`src/rtl/gate_sensor_decoder.sv`:
```
// Gate lane front end: synchronises and debounces the two IR beams, then decodes
// the A/B crossing order into single-cycle car_enter / car_exit / fault pulses.
module gate_sensor_decoder #(
    parameter int DEBOUNCE_CYCLES = 4,
    parameter int TIMEOUT_CYCLES  = 1000
) (
    input  logic       clk,
    input  logic       reset,
    input  logic       sensor_a,
    input  logic       sensor_b,
    output logic       car_enter,
    output logic       car_exit,
    output logic       gate_busy,
    output logic       fault,
    output logic [2:0] dbg_state_o
);

    localparam int DB_W  = $clog2(DEBOUNCE_CYCLES + 1);
    localparam int TMO_W = $clog2(TIMEOUT_CYCLES + 1);
    localparam logic [DB_W-1:0]  DB_LAST  = DB_W'(DEBOUNCE_CYCLES - 1);
    localparam logic [TMO_W-1:0] TMO_LAST = TMO_W'(TIMEOUT_CYCLES - 1);

    typedef enum logic [2:0] {
        IDLE     = 3'd0,
        IN_A     = 3'd1,
        IN_AB    = 3'd2,
        IN_B     = 3'd3,
        OUT_B    = 3'd4,
        OUT_BA   = 3'd5,
        OUT_A    = 3'd6,
        WAIT_CLR = 3'd7
    } state_t;

    // Bit 0 carries beam A, bit 1 carries beam B through sync and debounce.
    logic [1:0]      meta_q;
    logic [1:0]      sync_q;
    logic [1:0]      filt_q;
    logic [DB_W-1:0] db_cnt_q [2];

    always_ff @(posedge clk) begin
        if (reset) begin
            meta_q   <= '0;
            sync_q   <= '0;
            filt_q   <= '0;
            db_cnt_q <= '{default: '0};
        end else begin
            meta_q <= {sensor_b, sensor_a};
            sync_q <= meta_q;
            for (int i = 0; i < 2; i++) begin
                if (sync_q[i] == filt_q[i]) begin
                    db_cnt_q[i] <= '0;
                end else if (db_cnt_q[i] == DB_LAST) begin
                    filt_q[i]   <= sync_q[i];
                    db_cnt_q[i] <= '0;
                end else begin
                    db_cnt_q[i] <= db_cnt_q[i] + 1'b1;
                end
            end
        end
    end

    state_t           state_q, state_d;
    logic [TMO_W-1:0] tmo_q, tmo_d;
    logic             enter_q, enter_d;
    logic             exit_q, exit_d;
    logic             fault_q, fault_d;
    logic [1:0]       ab;

    assign ab = {filt_q[0], filt_q[1]};

    always_comb begin
        state_d = state_q;
        tmo_d   = tmo_q;
        enter_d = 1'b0;
        exit_d  = 1'b0;
        fault_d = 1'b0;
        unique case (state_q)
            IDLE: begin
                if (ab == 2'b10) state_d = IN_A;
                else if (ab == 2'b01) state_d = OUT_B;
                else if (ab == 2'b11) state_d = WAIT_CLR;
            end
            IN_A: begin
                if (ab == 2'b11) state_d = IN_AB;
                else if (ab == 2'b00) state_d = IDLE;
                else if (ab == 2'b01) state_d = WAIT_CLR;
            end
            IN_AB: begin
                if (ab == 2'b01) state_d = IN_B;
                else if (ab == 2'b10) state_d = IN_A;
                else if (ab == 2'b00) state_d = WAIT_CLR;
            end
            IN_B: begin
                if (ab == 2'b00) begin
                    state_d = IDLE;
                    enter_d = 1'b1;
                end else if (ab == 2'b11) state_d = IN_AB;
                else if (ab == 2'b10) state_d = WAIT_CLR;
            end
            OUT_B: begin
                if (ab == 2'b11) state_d = OUT_BA;
                else if (ab == 2'b00) state_d = IDLE;
                else if (ab == 2'b10) state_d = WAIT_CLR;
            end
            OUT_BA: begin
                if (ab == 2'b10) state_d = OUT_A;
                else if (ab == 2'b01) state_d = OUT_B;
                else if (ab == 2'b00) state_d = WAIT_CLR;
            end
            OUT_A: begin
                if (ab == 2'b00) begin
                    state_d = IDLE;
                    exit_d  = 1'b1;
                end else if (ab == 2'b11) state_d = OUT_BA;
                else if (ab == 2'b01) state_d = WAIT_CLR;
            end
            WAIT_CLR: begin
                if (ab == 2'b00) state_d = IDLE;
            end
            default: state_d = IDLE;
        endcase

        // The timeout spans the whole crossing and wins over any sensor move this cycle.
        if (state_q == IDLE || state_q == WAIT_CLR) begin
            tmo_d = '0;
        end else begin
            tmo_d = tmo_q + 1'b1;
            if (tmo_q == TMO_LAST) begin
                state_d = WAIT_CLR;
                enter_d = 1'b0;
                exit_d  = 1'b0;
            end
        end

        fault_d = (state_d == WAIT_CLR) && (state_q != WAIT_CLR);
    end

    always_ff @(posedge clk) begin
        if (reset) begin
            state_q <= IDLE;
            tmo_q   <= '0;
            enter_q <= 1'b0;
            exit_q  <= 1'b0;
            fault_q <= 1'b0;
        end else begin
            state_q <= state_d;
            tmo_q   <= tmo_d;
            enter_q <= enter_d;
            exit_q  <= exit_d;
            fault_q <= fault_d;
        end
    end

    assign car_enter   = enter_q;
    assign car_exit    = exit_q;
    assign fault       = fault_q;
    assign gate_busy   = (state_q != IDLE);
    assign dbg_state_o = state_q;

endmodule

```
`config.mk`:
```
export PLATFORM = sky130hd
export DESIGN_NAME = gate_sensor_decoder
export DESIGN_NICKNAME = d
export VERILOG_FILES = /design/src/rtl/gate_sensor_decoder.sv
export SDC_FILE = /design/constraint.sdc
export NUM_CORES = 1
export LEC_CHECK = 0
export ABC_AREA = 1
export BUFFER_PORTS_ARGS = -buffer_cell sky130_fd_sc_hd__clkbuf_2
export CAP_MARGIN = 20
export CORE_ASPECT_RATIO = 1.1
export CORE_MARGIN = 2
export CORE_UTILIZATION = 40
export DETAILED_ROUTE_END_ITERATION = 10
export MAX_ROUTING_LAYER = met4
export SETUP_SLACK_MARGIN = 0.2
export SLEW_MARGIN = 30
export SYNTH_ARGS = -nofsm -noshare
export SYNTH_HDL_FRONTEND = slang
export SYNTH_SLANG_ARGS = --single-unit
export TNS_END_PERCENT = 10
```
`constraint.sdc`:
```
create_clock -name clk -period 2.75 [get_ports clk]
set_input_delay 0.1375 -clock clk [delete_from_list [all_inputs] [get_ports clk]]
set_output_delay 0.1375 -clock clk [all_outputs]
set_load 0.1 [all_outputs]
```
Word level (Yosys, flattened, before mapping)

Index checks and enable logic that the tools add are counted.

Add/sub/neg operators: 3
Mux-type cells: 29
Eq/ne operators: 17
Reductions and logical operators: 10
Bitwise gates (word level): 2

Operators with widths:

| kind                                                            | count |
|---|---|
| 3-bit 2-to-1 mux                                                | 21 |
| 3-bit one-hot mux with 8 select lines                           | 1 |
| 3-bit == test, second input constant                            | 5 |
| 3-bit by 2-bit == test with 1-bit output, second input constant | 4 |
| 10-bit by 1-bit adder with 10-bit output, second input constant | 1 |
| 10-bit == test, second input constant                           | 1 |
| 1-bit 2-to-1 mux                                                | 7 |
| 3-bit by 1-bit adder with 3-bit output, second input constant   | 2 |
| 3-bit OR reduction                                              | 2 |
| 2-bit == test, second input constant                            | 2 |
| 2-bit AND reduction                                             | 2 |
| 3-bit by 1-bit == test with 1-bit output, second input constant | 1 |
| 3-bit zero test                                                 | 1 |
| 3-bit != test, second input constant                            | 1 |
| 3-bit nonzero test                                              | 1 |
| 1-bit == test                                                   | 2 |
| 2-bit by 1-bit == test with 1-bit output, second input constant | 1 |
| 2-bit zero test                                                 | 1 |
| 1-bit NOT                                                       | 2 |
| 2-bit OR reduction                                              | 1 |
| 1-bit logical AND                                               | 1 |
| 1-bit logical OR                                                | 1 |

Logic and storage cells: 72
Bits in registers: 28
Bits of input ports: 4
Output and inout bits: 7

Logic depth before layout (Yosys ltp)

Gate-level depths: netlist of the first run.

Depth in word-level cells: 9
Depth in mapped cells: 11
Depth with buffers taken out: 11

Worst setup path before layout of the first run

OpenSTA, ideal clock, no wires.

Kind: register to register
Start: reg state_q[0] (netlist: dbg_state_o[0])
End: reg fault_q (netlist: fault)
Data arrival time: 2.060 ns
Path slack: 0.628 ns
Cell stages (with the launch flop): 10
Buffers on the path: 1
Clock period less this slack: 2.122 ns
Library setup time: 0.062 ns
Data required time: 2.688 ns
Cells stage by stage: dfxtp_1 -> buf_6 -> nor2_4 -> nand2_4 -> nand2_4 -> o21ai_2 -> nor2_2 -> nor2_4 -> nand2_1 -> nor2_2

Cells in the longest elaborated chain, start to end: 8
Elaborated cells on any way between the ends: 34
Those cells by class: eq/ne: 9; mux: 22; reduce/logical: 3

RTL lines:

| what                                     | line | source |
|---|---|---|
| from (decl)                              | 62   | `state_t state_q, state_d;` |
| from (signal assigned)                   | 146  | `state_q <= state_d;` |
| 3-bit 2-to-1 mux (on tied branches)      | -    |  |
| 3-bit 2-to-1 mux (tied with other cells) | 114  | `end else if (ab == 2'b11) state_d = OUT_BA;` |
| 3-bit 2-to-1 mux (tied with other cells) | 111  | `if (ab == 2'b00) begin` |
| 3-bit one-hot mux with 8 select lines    | 77   | `unique case (state_q)` |
| 3-bit 2-to-1 mux                         | 128  | `if (tmo_q == TMO_LAST) begin` |
| 3-bit 2-to-1 mux                         | 124  | `if (state_q == IDLE \|\| state_q == WAIT_CLR) begin` |
| 3-bit == test                            | 135  | `fault_d = (state_d == WAIT_CLR) && (state_q != WAIT_CLR);` |
| 1-bit logical AND (*)                    | 135  |  |
| to (signal assigned)                     | 150  | `fault_q <= fault_d;` |
| to (decl)                                | 66   | `logic fault_q, fault_d;` |

Mark *: on every way between the ends. The rest lies on a longest branch, timed or not.
A chain may end at the register's enable or synchronous reset.

Final worst setup path of the first run

Start: reg state_q[0] (netlist: dbg_state_o[0])
End: out gate_busy

Cells in the longest elaborated chain, start to end: 1

RTL lines:

| what               | line | source |
|---|---|---|
| 3-bit nonzero test | 157  | `assign gate_busy = (state_q != IDLE);` |
| to (decl)          | 13   | `output logic gate_busy,` |

Every way passes these cells.

==> results of run 1 <==
state kept, by name, indices dropped and copies added (netlist names):
register / cells
filt_q: 2
dbg_state_o: 3
sync_q: 2
db_cnt_q: 6
fault: 1
meta_q: 2
car_enter: 1
car_exit: 1
tmo_q: 10
placed cells by master, fill, tap and decap left out, drive strengths merged, types with 2 or more instances in the layout:
cell,count
dlygate4sd3,2
inv,29
a21oi,12
o21ai,7
dfxtp,28
nor2,39
nand2,42
o211ai,2
clkbuf,13
nor3,5
nand3,10
ha,5
worst paths after layout:
check / from / to / slack [ns]
worst min register to register: meta_q[1]$_SDFF_PP0_ / sync_q[1]$_SDFF_PP0_ / 0.41
worst max-delay path: dbg_state_o[0]$_SDFF_PP0_ / gate_busy / 0.96
worst min-delay path: reset / dbg_state_o[2]$_SDFF_PP0_ / 0.17
worst max register to register: filt_q[1]$_SDFFE_PP0P_ / dbg_state_o[0]$_SDFF_PP0_ / 1.26
critical path, delay by kind of cell (launching register included):
| family | cells | cell delay (ns) |
|---|---|---|
| DFF | 1 | 0.64 |
| buffers and inverters | 1 | 0.46 |
| and+or+nand+nor | 2 | 0.23 |
through the flow:
stage | power (mW) | hold WS [ns] | worst slack [ns] | std cells
2_1_floorplan | 0.427 | 0.244 | 0.628 | 189
3_3_place_gp | 0.431 | 0.337 | 1.24 | 231
3_5_place_dp | 0.431 | 0.332 | 1.27 | 231
4_1_cts | 0.697 | 0.176 | 0.948 | 237
6_report | 0.691 | 0.174 | 0.961 | 237
5_1_grt | 0.715 | 0.174 | 0.883 | 237
power groups by stage:
stage | Clock, mW | Sequential [mW] | Combinational, mW
2_1_floorplan | 0 | 0.420 | 0.00786
4_1_cts | 0.272 | 0.411 | 0.0136
6_report | 0.266 | 0.411 | 0.0133
3_5_place_dp | 0 | 0.420 | 0.0115
3_3_place_gp | 0 | 0.420 | 0.0113
5_1_grt | 0.287 | 0.412 | 0.0157
cell families (layout without fill, tap and decap cells):
| kind of cell | Yosys count | in the layout | share of synthesized area, % |
|---|---|---|---|
| and+or+nand+nor | 99 | 99 | 33.8 |
| buffers and inverters | 34 | 46 | 10.6 |
| DFF | 28 | 28 | 41.3 |
| AOI/OAI and AO/OA | 22 | 22 | 9.12 |
| adders and majority gates | 5 | 5 | 4.60 |
| xor gates and xnor gates | 1 | 1 | 0.645 |
area by class of cell:
cell class              count  area share (%)
inverters                  30            7.53
repair buffers             12            4.69
clock inverters             1            2.01
flip-flops and latches     28            37.5
clock buffers               3            1.51
multi-input cells         127            43.8
well taps                  36            3.01
per-layer routing:
metal | vias to the layer above | global-route usage (%) | part of all wire, %
li1 | 609 | - | -
met1 | 507 | 17.3 | 44
met2 | 16 | 26.6 | 52
met3 | 2 | 1.97 | 3.2
met4 | 0 | 5.00 | 0.89
met5 | - | - | 0
==> results.yml, run 1 <==
outcome:
  status: "complete, no violations"
power:
  comb_power_share_pct: 1.9
  cellLeakagePower_nw: 0.671
  power.internal_mw: 0.563
  switchingPower_mw: 0.128
  seq_power_share_pct: 59.5
  power.density_nw_per_um2: 462
  peakVddDrop_v: 0.000202
  swShare_pct: 18.5
  pwr-share-clk_pct: 38.5
cells_and_area:
  regArea_um2: 561
  antenna-diode-count: 0
  fillers: 363
  design_area_um2: 1500
  multiInputGateArea_um2: 654
  nNetsFinal: 211
  drive_above_1_share_pct: 16.4
  syn_to_final_growth_pct: 10.0
  fin_util_pct: 45.3
clock_tree:
  post_cts_resized: 0
  cts_buffers: 3
  root_buffer: "clkbuf_4"
  clk_latency_ns: 0.32
  cts_tree: "built"
  post_cts_buffers: 0
  holdBufCountCts: 2
  cts_buffer_depth: 2
  clock_sinks: 28
  h-tree-depth: 1
  clkTransAtPathRegs_ns: 0.15
routing:
  drt-pass1-iter-count: 4
  wl_per_cell_um: 10.9
  vias: 1134
  drc: 0
  drt_iter0_markers: 42
  antenna_left: 0
  via_per_inst: 4.78
  routed_wl_mm: 2.59
logic_synthesis:
  yosys_most_used_dff: "dfxtp_1"
  yosys.area.top_type: "dfxtp_1"
  synthDistinctLibCells: 26
  synthesis.nets: 198
  synth_most_common_cell: "nand2_1"
  synth-edff-count: 0
  yosysTopAreaCellShare_pct: 41.3
  ys_seq_area_share_pct: 41.3
  yosys-top-cells-count: "nand2_1 (38), nor2_1 (33), dfxtp_1 (28)"
  synth_seq_cells: 28
  syn_area_um2: 1360
  syn_avg_cell_area_um2: 7.19
  ys_async_sr_fraction_pct: 0
  ys.warnings.count: 0
  synth_cells: 189
  synth.area.top_cells: "dfxtp_1 (41%), nand2_1 (10%), nor2_1 (9.1%), inv_1 (6.4%), ha_1 (4.6%)"
worst_setup_path:
  cp.arrival_ns: 1.65
  worst_path_max_delay_cell: "dfxtp_1"
  cp.required_ns: 2.61
  path_cells: "nor2_4, nand2_4, clkbuf_2"
  critPathMaxStageDelay_ns: 0.64
  cp-start-kind: "flip-flop"
  r2r_cells: 9
  critPathKind: "reg2out"
  end_kind: "output pin"
  critPathMaxFanout: 11
place:
  gp_congestion: 0.820
  dpl.hpwl_mm: 2.05
  numPortBuffers: 10
  place_area_um2: 1420
global_routing:
  grt-ovfl-total: 0
  antenna_found_initial: 0
  grt_pass1_vias: 1053
  grt_usage_pct: 15.1
  grt_max_degree: 17
  grt_pass1_wl_mm: 4.41
sta:
  worst_pin_slew_ns: 0.542
  setup_violations: 0
  max_slew_margin_pct: 64.0
  final.setup.tns_ns: 0
  fmax_mhz: 559
  maxSlewViolCount: 0
  rsz0062_at_grt: "false"
  hold_violations: 0
  period_minus_slack_ns: 1.79
  fin_crit_sh_pct: 65.1
  skew_ns: 0.00343
die:
  die_w_um: 59.6
  die_y_um: 65.1
  row_count: 22
  core_area_um2: 3300
  initial_core_util_pct: 41.1
  die_area_um2: 3880
  pin_count: 11
worst_hold_path:
  whs_path_depth: 2
  hp-class: "in2reg"
run:
  drv_cap: 0
(Power assumes the default switching activity.)
==> run 2, diff against run 1 <==
--- a/config.mk
+++ b/config.mk
@@ -5,7 +5,7 @@
 export SDC_FILE = /design/constraint.sdc
 export NUM_CORES = 1
 export LEC_CHECK = 0
-export ABC_AREA = 1
+export ABC_AREA = 0
 export BUFFER_PORTS_ARGS = -buffer_cell sky130_fd_sc_hd__clkbuf_2
 export CAP_MARGIN = 20
 export CORE_ASPECT_RATIO = 1.1
==> constraint.sdc (replaced) <==
create_clock -name clk -period 1.9 [get_ports clk]
set_input_delay 0.095 -clock clk [delete_from_list [all_inputs] [get_ports clk]]
set_output_delay 0.095 -clock clk [all_outputs]
set_load 0.1 [all_outputs]
==> results.yml, run 2 <==
clock_tree:
  cts_buffer_depth: 2
  h-tree-depth: 1
  cts_tree: "built"
  cts_buffers: 3
  root_buffer: "clkbuf_4"
  clk_latency_ns: 0.32
  clock_sinks: 28
  clkTransAtPathRegs_ns: 0.14
die:
  initial_core_util_pct: 42.4
  row_count: 21
  die_area_um2: 3730
  core_area_um2: 3070
  pin_count: 11
  die_w_um: 58.4
  die_y_um: 63.9
routing:
  wl_per_cell_um: 11.7
  drc: 0
  drt-pass1-iter-count: 4
  vias: 1031
  via_per_inst: 5.37
  drt_iter0_markers: 27
  antenna_left: 0
  routed_wl_mm: 2.24
worst_setup_path:
  r2r_start: "tmo_q[0]$_SDFF_PP0_"
  r2r-end: "dbg_state_o[0]$_SDFF_PP0_"
  critPathKind: "reg2out"
  end_kind: "output pin"
  cp.required_ns: 1.80
  crit_family: "flip-flops"
  cp.arrival_ns: 1.50
  path_buf_inv: 2
  worst_path_max_delay_cell: "dfxtp_2"
  path_cells: "nor3_1, inv_2, clkbuf_4"
  cp-startpoint: "dbg_state_o[0]$_SDFF_PP0_"
  r2r_cells: 5
  critPathMaxFanout: 18
  rrSetupSlack_ns: 0.33
  critPathMaxStageDelay_ns: 0.45
  cp-start-kind: "flip-flop"
sta:
  maxSlewViolCount: 0
  final.setup.tns_ns: 0
  max_slew_margin_pct: 60.1
  hold_violations: 0
  rsz0062_at_grt: "false"
  fmax_mhz: 628
  fin_crit_sh_pct: 83.8
  period_minus_slack_ns: 1.59
  setup_violations: 0
  worst_pin_slew_ns: 0.598
  skew_ns: 0.00382
worst_hold_path:
  whs_path_depth: 2
  worstHoldEndpoint: "dbg_state_o[2]$_SDFF_PP0_"
  hold_start: "reset"
  hp-class: "in2reg"
logic_synthesis:
  yosysTopAreaCellShare_pct: 43.0
  synthesis.nets: 159
  synth.area.top_cells: "dfxtp_1 (43%), nor2_1 (5.8%), ha_1 (4.8%), xnor2_1 (4.0%), xor2_1 (2.7%)"
  synth_most_common_cell: "dfxtp_1"
  synth_seq_cells: 28
  yosys_most_used_dff: "dfxtp_1"
  syn_avg_cell_area_um2: 8.68
  synthDistinctLibCells: 36
  ys.warnings.count: 0
  yosys.area.top_type: "dfxtp_1"
  syn_area_um2: 1300
  synth_cells: 150
  yosys-top-cells-count: "dfxtp_1 (28), nor2_1 (20), nand2_1 (9)"
  ys_seq_area_share_pct: 43.0
  synth-edff-count: 0
  ys_async_sr_fraction_pct: 0
cells_and_area:
  syn_to_final_growth_pct: 8.93
  design_area_um2: 1420
  largest_register: "tmo_q"
  fin_util_pct: 46.2
  largest_reg_flops: 10
  drive_above_1_share_pct: 13.9
  antenna-diode-count: 0
  nNetsFinal: 168
  mostFrequentLayoutCells: "dfxtp_1 (25), nor2_1 (20), nand2_1 (9), clkbuf_2 (9), inv_1 (7)"
  final_common_cell: "dfxtp_1"
global_routing:
  antenna_found_initial: 0
  grt_pass1_vias: 1016
  grt_pass1_wl_mm: 4.23
  grt_usage_pct: 14.7
  grt_max_degree: 21
  grt-ovfl-total: 0
power:
  peakVddDrop_v: 0.000405
  cellLeakagePower_nw: 0.503
  power_mw: 0.898
  power.density_nw_per_um2: 633
outcome:
  status: "complete, no violations"
place:
  gp_congestion: 0.856
  numPortBuffers: 10
  place_area_um2: 1360
  dpl.hpwl_mm: 1.58
run:
  drv_cap: 0
## run 2: timing repair
action                                  CTS  global route
hold buffers                              2             0
gates resized for setup                   0             2
buffers inserted                          0             0
endpoints found under the hold margin     2             0
endpoints found under the setup margin    0             1
## run 2: worst max-delay path by stage
stage                                end  slack [ns]  cells after the start
5_1_grt                        gate_busy        0.22                      3
2_1_floorplan        car_exit$_SDFF_PP0_        0.17                      4
3_3_place_gp         car_exit$_SDFF_PP0_        0.42                      5
4_1_cts                        gate_busy        0.21                      3
6_report                       gate_busy        0.31                      3
3_5_place_dp   dbg_state_o[0]$_SDFF_PP0_        0.37                      5
## run 2: report_power, final
part | total (mW) | leakage [nW] | internal [mW] | switching, mW
Sequential | 0.593 | 0.228 | 0.591 | 0.00227
Combinational | 0.0174 | 0.254 | 0.00934 | 0.00809
Clock | 0.287 | 0.0210 | 0.117 | 0.170
Total | 0.898 | 0.503 | 0.718 | 0.180
## run 2: stage by stage
step / cells / hold slack, ns / worst slack (ns)
after floorplan: 150 / 0.223 / 0.174
after global placement: 186 / 0.314 / 0.421
after global routing: 192 / 0.116 / 0.216
final: 192 / 0.121 / 0.308
after detailed placement: 186 / 0.321 / 0.371
after CTS: 192 / 0.111 / 0.213
## run 2: worst reg2reg max path: stages (launching register included)
cell and delay, ns:
dfxtp_1 0.40, ha_1 0.22, nand4b_1 0.11, nor3_1 0.38
nand2_1 0.10, a311oi_1 0.27
## run 2: kinds of logic (layout without fill, tap and decap cells)
logic type	Yosys count	in the layout	share of synthesized area, %
compound gates	21	21	10.9
mux	2	2	1.54
buf+inv	18	26	6.53
simple gates	66	66	26.5
xor+xnor	10	10	6.72
fa+ha+maj	5	5	4.80
flops	28	28	43.0
## run 2: cell type report
type	instances	area (µm²)
Clock buffer	4	36.3
Sequential cell	28	567
Fill cell	297	1660
Inverter	9	36.3
Tap cell	34	42.5
Timing Repair Buffer	13	80.1
Multi-Input combinational cell	104	657
## run 2: metal layers
| layer | part of all wire [%] | vias to the layer above | global-route usage, % |
|---|---|---|---|
| li1 | - | 534 | - |
| met1 | 48 | 481 | 15.8 |
| met2 | 48 | 12 | 26.1 |
| met3 | 1.9 | 4 | 2.43 |
| met4 | 1.9 | 0 | 6.10 |
| met5 | 0 | - | - |
